==> src/rtl/rename_stage_if.sv <==
// rename_stage_if: decode/freelist/dispatch bundle of the 2-wide rename stage.
//   slave modport  : the rename stage (decode + freelist in, dispatch + alloc out)
//   master modport : the surrounding pipeline / testbench
//   in_*           : decode group (valid/ready, slot valids, src/dst aregs, branch tags)
//   fl_*, alloc_*  : freelist offer and consumption
//   branch_shootdown/shootdown_tag : mispredict restore request
//   out_*          : registered renamed group (valid/ready)
//   perf_* (only with RENAME_PERF_CNT_EN) : stall and renamed-uop counters
interface rename_stage_if #(
  parameter int NUM_AREGS         = 32,
  parameter int NUM_PREGS         = 64,
  parameter int MAX_PREDICT_DEPTH = 4
);
  localparam int AW = $clog2(NUM_AREGS);
  localparam int PW = $clog2(NUM_PREGS);
  localparam int TW = $clog2(MAX_PREDICT_DEPTH) + 1;
  logic                in_valid;
  logic                in_ready;
  logic [1:0]          in_slot_v;
  logic [1:0][AW-1:0]  in_src1;
  logic [1:0][AW-1:0]  in_src2;
  logic [1:0][AW-1:0]  in_dst;
  logic [1:0]          in_has_dst;
  logic [1:0][TW-1:0]  in_branch_tag;
  logic [PW-1:0]       fl_preg1;
  logic [PW-1:0]       fl_preg2;
  logic [PW:0]         fl_num_free;
  logic [1:0]          alloc_num;
  logic [TW-1:0]       alloc_tag1;
  logic [TW-1:0]       alloc_tag2;
  logic                branch_shootdown;
  logic [TW-1:0]       shootdown_tag;
  logic                out_valid;
  logic                out_ready;
  logic [1:0]          out_slot_v;
  logic [1:0][PW-1:0]  out_psrc1;
  logic [1:0][PW-1:0]  out_psrc2;
  logic [1:0][PW-1:0]  out_pdst;
  logic [1:0][PW-1:0]  out_old_pdst;
  logic [1:0][TW-1:0]  out_branch_tag;
`ifdef RENAME_PERF_CNT_EN
  logic [31:0]         perf_stall_fl;
  logic [31:0]         perf_renamed;
`endif
  modport slave (
    input  in_valid, in_slot_v, in_src1, in_src2, in_dst, in_has_dst, in_branch_tag,
    input  fl_preg1, fl_preg2, fl_num_free, branch_shootdown, shootdown_tag, out_ready,
    output in_ready, alloc_num, alloc_tag1, alloc_tag2,
    output out_valid, out_slot_v, out_psrc1, out_psrc2, out_pdst, out_old_pdst, out_branch_tag
`ifdef RENAME_PERF_CNT_EN
    , output perf_stall_fl, perf_renamed
`endif
  );
  modport master (
    output in_valid, in_slot_v, in_src1, in_src2, in_dst, in_has_dst, in_branch_tag,
    output fl_preg1, fl_preg2, fl_num_free, branch_shootdown, shootdown_tag, out_ready,
    input  in_ready, alloc_num, alloc_tag1, alloc_tag2,
    input  out_valid, out_slot_v, out_psrc1, out_psrc2, out_pdst, out_old_pdst, out_branch_tag
`ifdef RENAME_PERF_CNT_EN
    , input perf_stall_fl, perf_renamed
`endif
  );
endinterface

==> src/rtl/rename_stage.sv <==
// rename_stage: 2-wide register rename with RAT, per-branch RAT checkpoints and a 1-deep output stage.
//   clk, reset : clock; synchronous active-high reset
//   io (slave) : decode input group, freelist offer/alloc, shootdown, registered renamed output
//   Optional RENAME_PERF_CNT_EN adds saturating counters io.perf_stall_fl and io.perf_renamed.
module rename_stage #(
  parameter int NUM_AREGS         = 32,
  parameter int NUM_PREGS         = 64,
  parameter int MAX_PREDICT_DEPTH = 4
) (
  input  logic          clk,
  input  logic          reset,
  rename_stage_if.slave io
);
  localparam int AW = $clog2(NUM_AREGS);
  localparam int PW = $clog2(NUM_PREGS);
  localparam int TW = $clog2(MAX_PREDICT_DEPTH) + 1;
  localparam int CW = (MAX_PREDICT_DEPTH > 1) ? $clog2(MAX_PREDICT_DEPTH) : 1;
  logic [PW-1:0] rat     [NUM_AREGS];
  logic [PW-1:0] rat_mid [NUM_AREGS];
  logic [PW-1:0] rat_fin [NUM_AREGS];
  logic [PW-1:0] ckpt    [MAX_PREDICT_DEPTH][NUM_AREGS];
  logic [1:0]          wr;
  logic [1:0]          need;
  logic                acc;
  logic [1:0][PW-1:0]  psrc1, psrc2, pdst, old_pdst;
  logic [1:0]          ck_en;
  logic [1:0][CW-1:0]  ck_idx;
  logic                sd_ok;
  logic [CW-1:0]       sd_idx;
  function automatic logic tag_ok(logic [TW-1:0] t);
    return t != '0 && 32'(t) <= MAX_PREDICT_DEPTH;
  endfunction
  // a slot allocates only when it writes a real (non-zero) architectural register
  assign wr[0] = io.in_slot_v[0] && io.in_has_dst[0] && io.in_dst[0] != '0;
  assign wr[1] = io.in_slot_v[1] && io.in_has_dst[1] && io.in_dst[1] != '0;
  assign need  = {1'b0, wr[0]} + {1'b0, wr[1]};
  assign io.in_ready = !reset && !io.branch_shootdown && (!io.out_valid || io.out_ready) &&
                       io.fl_num_free >= (PW+1)'(need);
  assign acc = io.in_valid && io.in_ready;
  assign io.alloc_num  = acc ? need : 2'd0;
  assign io.alloc_tag1 = !acc ? '0 : wr[0] ? io.in_branch_tag[0] : wr[1] ? io.in_branch_tag[1] : '0;
  assign io.alloc_tag2 = (acc && wr[0] && wr[1]) ? io.in_branch_tag[1] : '0;
  // slot1 takes the second offered preg only when slot0 already consumed the first
  assign pdst[0] = wr[0] ? io.fl_preg1 : '0;
  assign pdst[1] = !wr[1] ? '0 : wr[0] ? io.fl_preg2 : io.fl_preg1;
  assign psrc1[0] = (io.in_src1[0] == '0) ? '0 : rat[io.in_src1[0]];
  assign psrc2[0] = (io.in_src2[0] == '0) ? '0 : rat[io.in_src2[0]];
  // intra-group dependency: slot1 sources see slot0's fresh destination
  assign psrc1[1] = (io.in_src1[1] == '0) ? '0 :
                    (wr[0] && io.in_src1[1] == io.in_dst[0]) ? pdst[0] : rat[io.in_src1[1]];
  assign psrc2[1] = (io.in_src2[1] == '0) ? '0 :
                    (wr[0] && io.in_src2[1] == io.in_dst[0]) ? pdst[0] : rat[io.in_src2[1]];
  assign old_pdst[0] = wr[0] ? rat[io.in_dst[0]] : '0;
  assign old_pdst[1] = !wr[1] ? '0 :
                       (wr[0] && io.in_dst[1] == io.in_dst[0]) ? pdst[0] : rat[io.in_dst[1]];
  assign ck_en[0]  = io.in_slot_v[0] && tag_ok(io.in_branch_tag[0]);
  assign ck_en[1]  = io.in_slot_v[1] && tag_ok(io.in_branch_tag[1]);
  assign ck_idx[0] = CW'(io.in_branch_tag[0] - 1'b1);
  assign ck_idx[1] = CW'(io.in_branch_tag[1] - 1'b1);
  assign sd_ok     = tag_ok(io.shootdown_tag);
  assign sd_idx    = CW'(io.shootdown_tag - 1'b1);
  // RAT after slot0 only (slot0 branch snapshot) and after both slots (final/slot1 snapshot)
  always_comb begin
    rat_mid = rat;
    if (wr[0]) rat_mid[io.in_dst[0]] = pdst[0];
    rat_fin = rat_mid;
    if (wr[1]) rat_fin[io.in_dst[1]] = pdst[1];
  end
  always_ff @(posedge clk) begin
    if (reset) begin
      for (int i = 0; i < NUM_AREGS; i++) begin
        rat[i] <= PW'(i);
        for (int j = 0; j < MAX_PREDICT_DEPTH; j++) ckpt[j][i] <= PW'(i);
      end
      io.out_valid      <= 1'b0;
      io.out_slot_v     <= '0;
      io.out_psrc1      <= '0;
      io.out_psrc2      <= '0;
      io.out_pdst       <= '0;
      io.out_old_pdst   <= '0;
      io.out_branch_tag <= '0;
    end else if (io.branch_shootdown) begin
      if (sd_ok)
        for (int i = 0; i < NUM_AREGS; i++) rat[i] <= ckpt[sd_idx][i];
      io.out_valid <= 1'b0;
    end else if (acc) begin
      for (int i = 0; i < NUM_AREGS; i++) begin
        rat[i] <= rat_fin[i];
        if (ck_en[0]) ckpt[ck_idx[0]][i] <= rat_mid[i];
        if (ck_en[1]) ckpt[ck_idx[1]][i] <= rat_fin[i];
      end
      io.out_valid      <= 1'b1;
      io.out_slot_v     <= io.in_slot_v;
      io.out_psrc1      <= psrc1;
      io.out_psrc2      <= psrc2;
      io.out_pdst       <= pdst;
      io.out_old_pdst   <= old_pdst;
      io.out_branch_tag <= io.in_branch_tag;
    end else if (io.out_ready) begin
      io.out_valid <= 1'b0;
    end
  end
`ifdef RENAME_PERF_CNT_EN
  logic [1:0] n_uops;
  assign n_uops = {1'b0, io.in_slot_v[0]} + {1'b0, io.in_slot_v[1]};
  always_ff @(posedge clk) begin
    if (reset) begin
      io.perf_stall_fl <= '0;
      io.perf_renamed  <= '0;
    end else begin
      if (io.in_valid && io.fl_num_free < (PW+1)'(need) && !io.branch_shootdown && io.perf_stall_fl != '1)
        io.perf_stall_fl <= io.perf_stall_fl + 32'd1;
      if (acc)
        io.perf_renamed <= (io.perf_renamed > 32'hFFFF_FFFF - 32'(n_uops)) ? '1 : io.perf_renamed + 32'(n_uops);
    end
  end
`endif
endmodule

==> src/flat_wrapper.sv <==
// flat-port wrapper written by rule: the top's interface ports become plain ports
module rename_stage_flat 
#(
  parameter int NUM_AREGS         = 32,
  parameter int NUM_PREGS         = 64,
  parameter int MAX_PREDICT_DEPTH = 4
)
  (clk, reset, io_in_valid, io_in_slot_v, io_in_src1, io_in_src2, io_in_dst, io_in_has_dst, io_in_branch_tag, io_fl_preg1, io_fl_preg2, io_fl_num_free, io_branch_shootdown, io_shootdown_tag, io_out_ready, io_in_ready, io_alloc_num, io_alloc_tag1, io_alloc_tag2, io_out_valid, io_out_slot_v, io_out_psrc1, io_out_psrc2, io_out_pdst, io_out_old_pdst, io_out_branch_tag);
  rename_stage_if #(.NUM_AREGS(NUM_AREGS), .NUM_PREGS(NUM_PREGS), .MAX_PREDICT_DEPTH(MAX_PREDICT_DEPTH)) io_i ();
  input  logic clk;
  input  logic reset;
  input wire logic [$bits(io_i.in_valid)-1:0] io_in_valid;
  input wire logic [$bits(io_i.in_slot_v)-1:0] io_in_slot_v;
  input wire logic [$bits(io_i.in_src1)-1:0] io_in_src1;
  input wire logic [$bits(io_i.in_src2)-1:0] io_in_src2;
  input wire logic [$bits(io_i.in_dst)-1:0] io_in_dst;
  input wire logic [$bits(io_i.in_has_dst)-1:0] io_in_has_dst;
  input wire logic [$bits(io_i.in_branch_tag)-1:0] io_in_branch_tag;
  input wire logic [$bits(io_i.fl_preg1)-1:0] io_fl_preg1;
  input wire logic [$bits(io_i.fl_preg2)-1:0] io_fl_preg2;
  input wire logic [$bits(io_i.fl_num_free)-1:0] io_fl_num_free;
  input wire logic [$bits(io_i.branch_shootdown)-1:0] io_branch_shootdown;
  input wire logic [$bits(io_i.shootdown_tag)-1:0] io_shootdown_tag;
  input wire logic [$bits(io_i.out_ready)-1:0] io_out_ready;
  output wire logic [$bits(io_i.in_ready)-1:0] io_in_ready;
  output wire logic [$bits(io_i.alloc_num)-1:0] io_alloc_num;
  output wire logic [$bits(io_i.alloc_tag1)-1:0] io_alloc_tag1;
  output wire logic [$bits(io_i.alloc_tag2)-1:0] io_alloc_tag2;
  output wire logic [$bits(io_i.out_valid)-1:0] io_out_valid;
  output wire logic [$bits(io_i.out_slot_v)-1:0] io_out_slot_v;
  output wire logic [$bits(io_i.out_psrc1)-1:0] io_out_psrc1;
  output wire logic [$bits(io_i.out_psrc2)-1:0] io_out_psrc2;
  output wire logic [$bits(io_i.out_pdst)-1:0] io_out_pdst;
  output wire logic [$bits(io_i.out_old_pdst)-1:0] io_out_old_pdst;
  output wire logic [$bits(io_i.out_branch_tag)-1:0] io_out_branch_tag;
  assign io_i.in_valid = io_in_valid;
  assign io_i.in_slot_v = io_in_slot_v;
  assign io_i.in_src1 = io_in_src1;
  assign io_i.in_src2 = io_in_src2;
  assign io_i.in_dst = io_in_dst;
  assign io_i.in_has_dst = io_in_has_dst;
  assign io_i.in_branch_tag = io_in_branch_tag;
  assign io_i.fl_preg1 = io_fl_preg1;
  assign io_i.fl_preg2 = io_fl_preg2;
  assign io_i.fl_num_free = io_fl_num_free;
  assign io_i.branch_shootdown = io_branch_shootdown;
  assign io_i.shootdown_tag = io_shootdown_tag;
  assign io_i.out_ready = io_out_ready;
  assign io_in_ready = io_i.in_ready;
  assign io_alloc_num = io_i.alloc_num;
  assign io_alloc_tag1 = io_i.alloc_tag1;
  assign io_alloc_tag2 = io_i.alloc_tag2;
  assign io_out_valid = io_i.out_valid;
  assign io_out_slot_v = io_i.out_slot_v;
  assign io_out_psrc1 = io_i.out_psrc1;
  assign io_out_psrc2 = io_i.out_psrc2;
  assign io_out_pdst = io_i.out_pdst;
  assign io_out_old_pdst = io_i.out_old_pdst;
  assign io_out_branch_tag = io_i.out_branch_tag;
  rename_stage #(.NUM_AREGS(NUM_AREGS), .NUM_PREGS(NUM_PREGS), .MAX_PREDICT_DEPTH(MAX_PREDICT_DEPTH)) u_core (.clk(clk), .reset(reset), .io(io_i));
endmodule
==> config.mk <==
export PLATFORM = sky130hd
export DESIGN_NAME = rename_stage_flat
export DESIGN_NICKNAME = d
export VERILOG_FILES = /design/src/rtl/rename_stage_if.sv /design/src/rtl/rename_stage.sv /design/src/flat_wrapper.sv
export SDC_FILE = /design/constraint.sdc
export NUM_CORES = 2
export LEC_CHECK = 0
export BUFFER_PORTS_ARGS = -buffer_cell sky130_fd_sc_hd__buf_2
export CAP_MARGIN = 20
export CORE_ASPECT_RATIO = 1.2
export CORE_MARGIN = 2
export CORE_UTILIZATION = 40
export DETAILED_ROUTE_END_ITERATION = 8
export PLACE_DENSITY = 0.55
export SYNTH_ARGS = -nofsm -noshare
export SYNTH_HDL_FRONTEND = slang
export SYNTH_SLANG_ARGS = --single-unit
==> constraint.sdc <==
create_clock -name clk -period 14.7 [get_ports clk]
set_input_delay 2.205 -clock clk [delete_from_list [all_inputs] [get_ports clk]]
set_output_delay 2.205 -clock clk [all_outputs]
set_load 0.005 [all_outputs]
* After elaboration in Yosys (flattened, before gate mapping) *
Memory sizes are Yosys's and may differ from the RTL's.
Index checks and enable logic that the tools add are counted.

cells by class
  add/subtract/negate cells = 4
  magnitude comparators = 12
  eq/ne operators = 4
  mux-type cells = 66
  bitwise gates (word level) = 7
  reductions and logical operators = 40

operator list
  operator                                                   count
  two-way mux 192 bit                                        7
  bitwise mux 192 bit                                        2
  OR reduction 192 bit                                       2
  binary-select mux 6 bit (select 5 bit)                     6
  two-way mux 6 bit                                          26
  demux 6 bit (select 5 bit)                                 2
  greater-or-equal comparator 6 bit (second input constant)  6
  inverter 5 -> 6 bit                                        6
  logical AND 1 bit                                          20
  zero test 5 bit                                            4
  two-way mux 1 bit                                          16
  == test 5 bit                                              3
  < comparator 6 x 1 -> 1 bit (second input constant)        2
  two-way mux 3 bit                                          4
  nonzero test 5 bit                                         2
  less-or-equal comparator 3 bit (second input constant)     3
  nonzero test 3 bit                                         3
  greater-or-equal comparator 7 x 2 -> 1 bit                 1
  two-way mux 2 bit                                          3
  subtractor 2 x 1 -> 2 bit (second input constant)          3
  AND reduction 2 bit                                        2
  nonzero test 2 bit                                         2
  zero test 1 bit                                            3
  adder 1 x 1 -> 2 bit                                       1
  4 further kinds                                            4

storage, ports and cells
  register bits = 249
  bits in writable memories = 768
  output and inout port bits = 66
  memories = 1

memories
  name         depth  bits a word  read ports  clocked after memory_dff  wr ports  RTL line            text
  u_core.ckpt  4      192          1           0                         4         rename_stage.sv:21  logic [PW-1:0] ckpt [MAX_PREDICT_DEPTH][NUM_AREGS];

* Logic depth before layout (Yosys ltp) *
  depth in word-level cells = 12
  mapped depth = 17
  depth with buffers taken out = 10

* Worst setup path before layout *
Ideal clock, no wire load.

  path kind = in2reg
  from = input io_in_dst[4]
  to = memory u_core.ckpt[1][0] (netlist name) (enable)
  setup time = 2.016 ns
  arrival = 9.807 ns
  path slack = 2.876 ns
  stages = 14
  path buffers = 5
  path through = or3_1 > clkbuf_1 > o21ai_1 > inv_1 > clkbuf_1 > clkbuf_1 > ha_1 > ha_1 > nand2b_1 > a2111oi_2 > or4_1 > buf_2 > clkbuf_1 > nand3_1

RTL lines
  item                RTL line            text
  start: declaration  flat_wrapper.sv:16  input wire logic [$bits(io_i.in_dst)-1:0] io_in_dst;
  end: declaration    rename_stage.sv:21

* Worst setup path in the final report *
  from = input io_in_dst[1]
  to = output io_alloc_tag2[2]

between the ends
  cells in the longest elaborated chain, start to end = 9

ends and longest elaborated chain
  item                                        RTL line            text
  nonzero test 5 bit *                        rename_stage.sv:34  assign wr[0] = io.in_slot_v[0] && io.in_has_dst[0] && io.in_dst[0] != '0;
  logical AND 1 bit *                         rename_stage.sv:34
  adder 1 x 1 -> 2 bit                        rename_stage.sv:36  assign need = {1'b0, wr[0]} + {1'b0, wr[1]};
  greater-or-equal comparator 7 x 2 -> 1 bit  rename_stage.sv:38  io.fl_num_free >= (PW+1)'(need);
  logical AND 1 bit                           rename_stage.sv:37  assign io.in_ready = !reset && !io.branch_shootdown && (!io.out_valid || io.out_ready) &&
  logical AND 1 bit                           rename_stage.sv:39  assign acc = io.in_valid && io.in_ready;
  logical AND 1 bit * (2 in a row)            rename_stage.sv:42  assign io.alloc_tag2 = (acc && wr[0] && wr[1]) ? io.in_branch_tag[1] : '0;
  two-way mux 3 bit *                         rename_stage.sv:42
  end: declaration                            flat_wrapper.sv:28  output wire logic [$bits(io_i.alloc_tag2)-1:0] io_alloc_tag2;

Every way passes the cells marked *; elsewhere a longest branch is shown, timed or not.

==> flow_summary.json <==
{
  "dr.pass1.iters": 6,
  "wl_mm": 246,
  "grt_pass1_vias": 44700,
  "row_count": 153,
  "ys_warn_count": 0,
  "ant_nets": 0,
  "synth-edff-count": 768,
  "die_w_um": 353,
  "drive_gt1_share_pct": 27.0,
  "cp_slowest_cell": "a2111oi_4",
  "ys_ff_latch": 1017,
  "period_share_pct": 57.5,
  "cts_tree": "built",
  "syn_avg_cell_area_um2": 13.2,
  "peakVddDrop_mv": 0.0910,
  "arrival_ns": 6.25,
  "slew_violations": 0,
  "criticalPathCategory": "in -> out",
  "required_ns": 12.49,
  "wire_per_inst_um": 39.1,
  "yosysSeqAreaShare_pct": 48.1,
  "dp.cells": 6078,
  "multi_input_comb_area_mm2": 0.0285,
  "antenna_found_initial": 24,
  "clk_pin_slew_ns": 0.06,
  "hold_buffers": 0,
  "syn2layout_area_growth_pct": 10.2,
  "fin_skew_ns": 0.0434,
  "h-tree-depth": 3,
  "dpl.hpwl_mm": 147,
  "overflow": 0,
  "async_reset_ff_share_pct": 0,
  "setup_viol": 0,
  "synth.distinct_cells": 66,
  "place_congestion": 1.00,
  "p_leak_nw": 18.9,
  "viasPerCell": 7.36,
  "max_cap_violations": 0,
  "timing.hold.ws_ns": 0.451,
  "fin_cells": 6289,
  "cellPowerDensity_mw_per_mm2": 107,
  "finalSetupTns_ns": 0,
  "fmax_ghz": 0.118,
  "clk_latency_ns": 0.78,
  "worstSetupEndpointType": "output pin",
  "finalHoldViolations": 0,
  "num_vias": 46300,
  "design.die.area_mm2": 0.149,
  "crit_chain": "buf_2 -> buf_4 -> or2_2 -> o21ai_1 -> clkinv_1 -> ha_1 -> ha_1 -> nand2b_1 -> a2111oi_4 -> nor3_2 -> and3_1 -> buf_2",
  "tightest_slew_ns": 1.29,
  "regToRegSetupSlack_ns": 10.19,
  "syn_area_mm2": 0.0583,
  "grt_pass1_wl_mm": 345,
  "synth_top_flop_cell": "edfxtp_1",
  "clock-sinks": 1017,
  "path_max_fanout": 61,
  "root_buffer": "clkbuf_16",
  "synth_fp_nets": 4481,
  "status": "finished clean",
  "grt_max_degree": 169,
  "clk_path_buf_depth": 3,
  "dieHeight_um": 422,
  "port_buffers": 132,
  "cp-start-kind": "input port",
  "ios": 133,
  "min-delay-path-class": "reg -> reg",
  "initial_utilization_pct": 40.3,
  "rsz0062_at_grt": "no",
  "cts_buffers": 106,
  "globalRouteTotalUtil_pct": 32.1,
  "ctsResizeCount": 0,
  "fillers": 13200,
  "postCtsSetupBuffers": 0,
  "drt_iter0_drc": 6023,
  "core_area_mm2": 0.145,
  "seq_area_mm2": 0.0280,
  "post-route-util_pct": 44.4,
  "nets": 4322,
  "relSlewSlack_pct": 14.0,
  "netlist_instances": 4410,
  "max_stage_delay_ns": 0.78,
  "drc_errors": 0,
  "final.min_clock_period_ns": 8.45,
  "p_total_mw": 6.90
}
-- where the power goes --
part | switching [mW] | total, mW | internal (mW)
Sequential | 0.0966 | 3.25 | 3.16
Combinational | 0.550 | 0.830 | 0.280
Clock | 1.23 | 2.81 | 1.58
Total | 1.88 | 6.90 | 5.02
-- registers in the layout, summed over array words and instances, names as in the netlist --
signal,cells
u_core.ckpt,768
u_core.rat,192
u_core.io.out_old_pdst,12
u_core.io.out_pdst,12
u_core.io.out_psrc1,12
u_core.io.out_psrc2,12
u_core.io.out_branch_tag,6
u_core.io.out_slot_v,2
u_core.io.out_valid,1
-- worst max-delay path: cells and delay by family --
kind	cells	cell delay [ns]
AOI/OAI and AO/OA	2	1.13
adders and majority gates	2	0.66
buffers and inverters	4	0.94
and+or+nand+nor	4	1.24
-- metal layers --
layer	vias up	share of wire [%]	global-route usage, %
li1	18300	-	-
met1	24000	36	40.5
met2	3292	45	48.2
met3	733	11	8.29
met4	22	7.9	22.5
met5	-	0.057	0
-- final cells by class --
class | count | area share (%)
tap | 1937 | 3.77
timing repair buffer | 255 | 2.64
inverter | 10 | 0.0662
clock buffer | 156 | 4.88
sequential | 1017 | 43.6
clock inverter | 45 | 0.665
antenna | 8 | 0.0311
multi-input combinational | 2861 | 44.3
-- cells in the mapped netlist, drive strengths merged, types with 6 or more instances --
master | count | area share [%]
a211oi | 9 | 0.12
a21oi | 39 | 0.33
a221oi | 85 | 1.3
a22o | 7 | 0.11
a22oi | 365 | 4.7
a31oi | 106 | 1.1
a32o | 11 | 0.19
a32oi | 16 | 0.24
and2 | 22 | 0.24
and3 | 11 | 0.12
and3b | 9 | 0.14
and4 | 110 | 1.7
buf | 134 | 1.0
clkbuf | 388 | 2.5
dfxtp | 249 | 8.5
edfxtp | 768 | 40
inv | 10 | 0.064
mux2 | 196 | 3.8
mux2i | 321 | 5.5
mux4 | 457 | 18
nand2 | 82 | 0.53
nand2b | 14 | 0.15
nand3 | 39 | 0.33
nand3b | 7 | 0.090
nand4 | 27 | 0.29
nand4b | 12 | 0.18
nor2 | 139 | 0.89
nor2b | 27 | 0.29
nor3 | 96 | 0.84
nor3b | 10 | 0.14
nor4 | 8 | 0.097
o2111ai | 7 | 0.11
o211ai | 6 | 0.077
o21ai | 125 | 1.1
o22ai | 441 | 5.2
xnor2 | 8 | 0.12
xor2 | 8 | 0.12
-- through the flow --
stage | area, um2 | setup slack (ns)
2_1_floorplan | 58300 | 2.88
3_3_place_gp | 60700 | 6.02
3_5_place_dp | 60700 | 6.01
4_1_cts | 64300 | 6.32
5_1_grt | 64300 | 6.16
6_report | 64300 | 6.25
-- final timing paths --
kind	start	end	depth (start not counted)
setup reg to reg	u_core.io.out_valid	u_core.ckpt[0][66]	8
hold / removal	u_core.io.out_pdst[7]	u_core.io.out_pdst[7]	2
setup / recovery	io_in_dst[1]	io_alloc_tag2[2]	12
hold reg to reg	u_core.io.out_pdst[7]	u_core.io.out_pdst[7]	2
-- kinds of logic after synthesis --
group / Yosys count / share of synthesized area, %
multiplexers: 974 / 26.9
AO/OA/AOI/OAI: 1233 / 14.8
AND/OR/NAND/NOR: 634 / 6.29
XOR/XNOR: 16 / 0.240
buffers and inverters: 532 / 3.60
adder cells (fa/ha/maj): 4 / 0.0858
flip-flops: 1017 / 48.1
-- placed cells by master (no fill, tap or decap), types with 40 or more instances in the layout --
cell and count:
clkbuf_16 110, o22ai_2 40, mux2i_1 315, a221oi_1 85, o22ai_1 401, and4_1 108, nand2_1 77, a31oi_1 106
buf_2 121, buf_4 126, nor2_1 131, mux4_2 457, nor3_1 93, a22oi_1 365, mux2_2 196, edfxtp_1 768
dfxtp_1 249, o21ai_0 117
No activity file was read; power rests on OpenSTA's default activity.
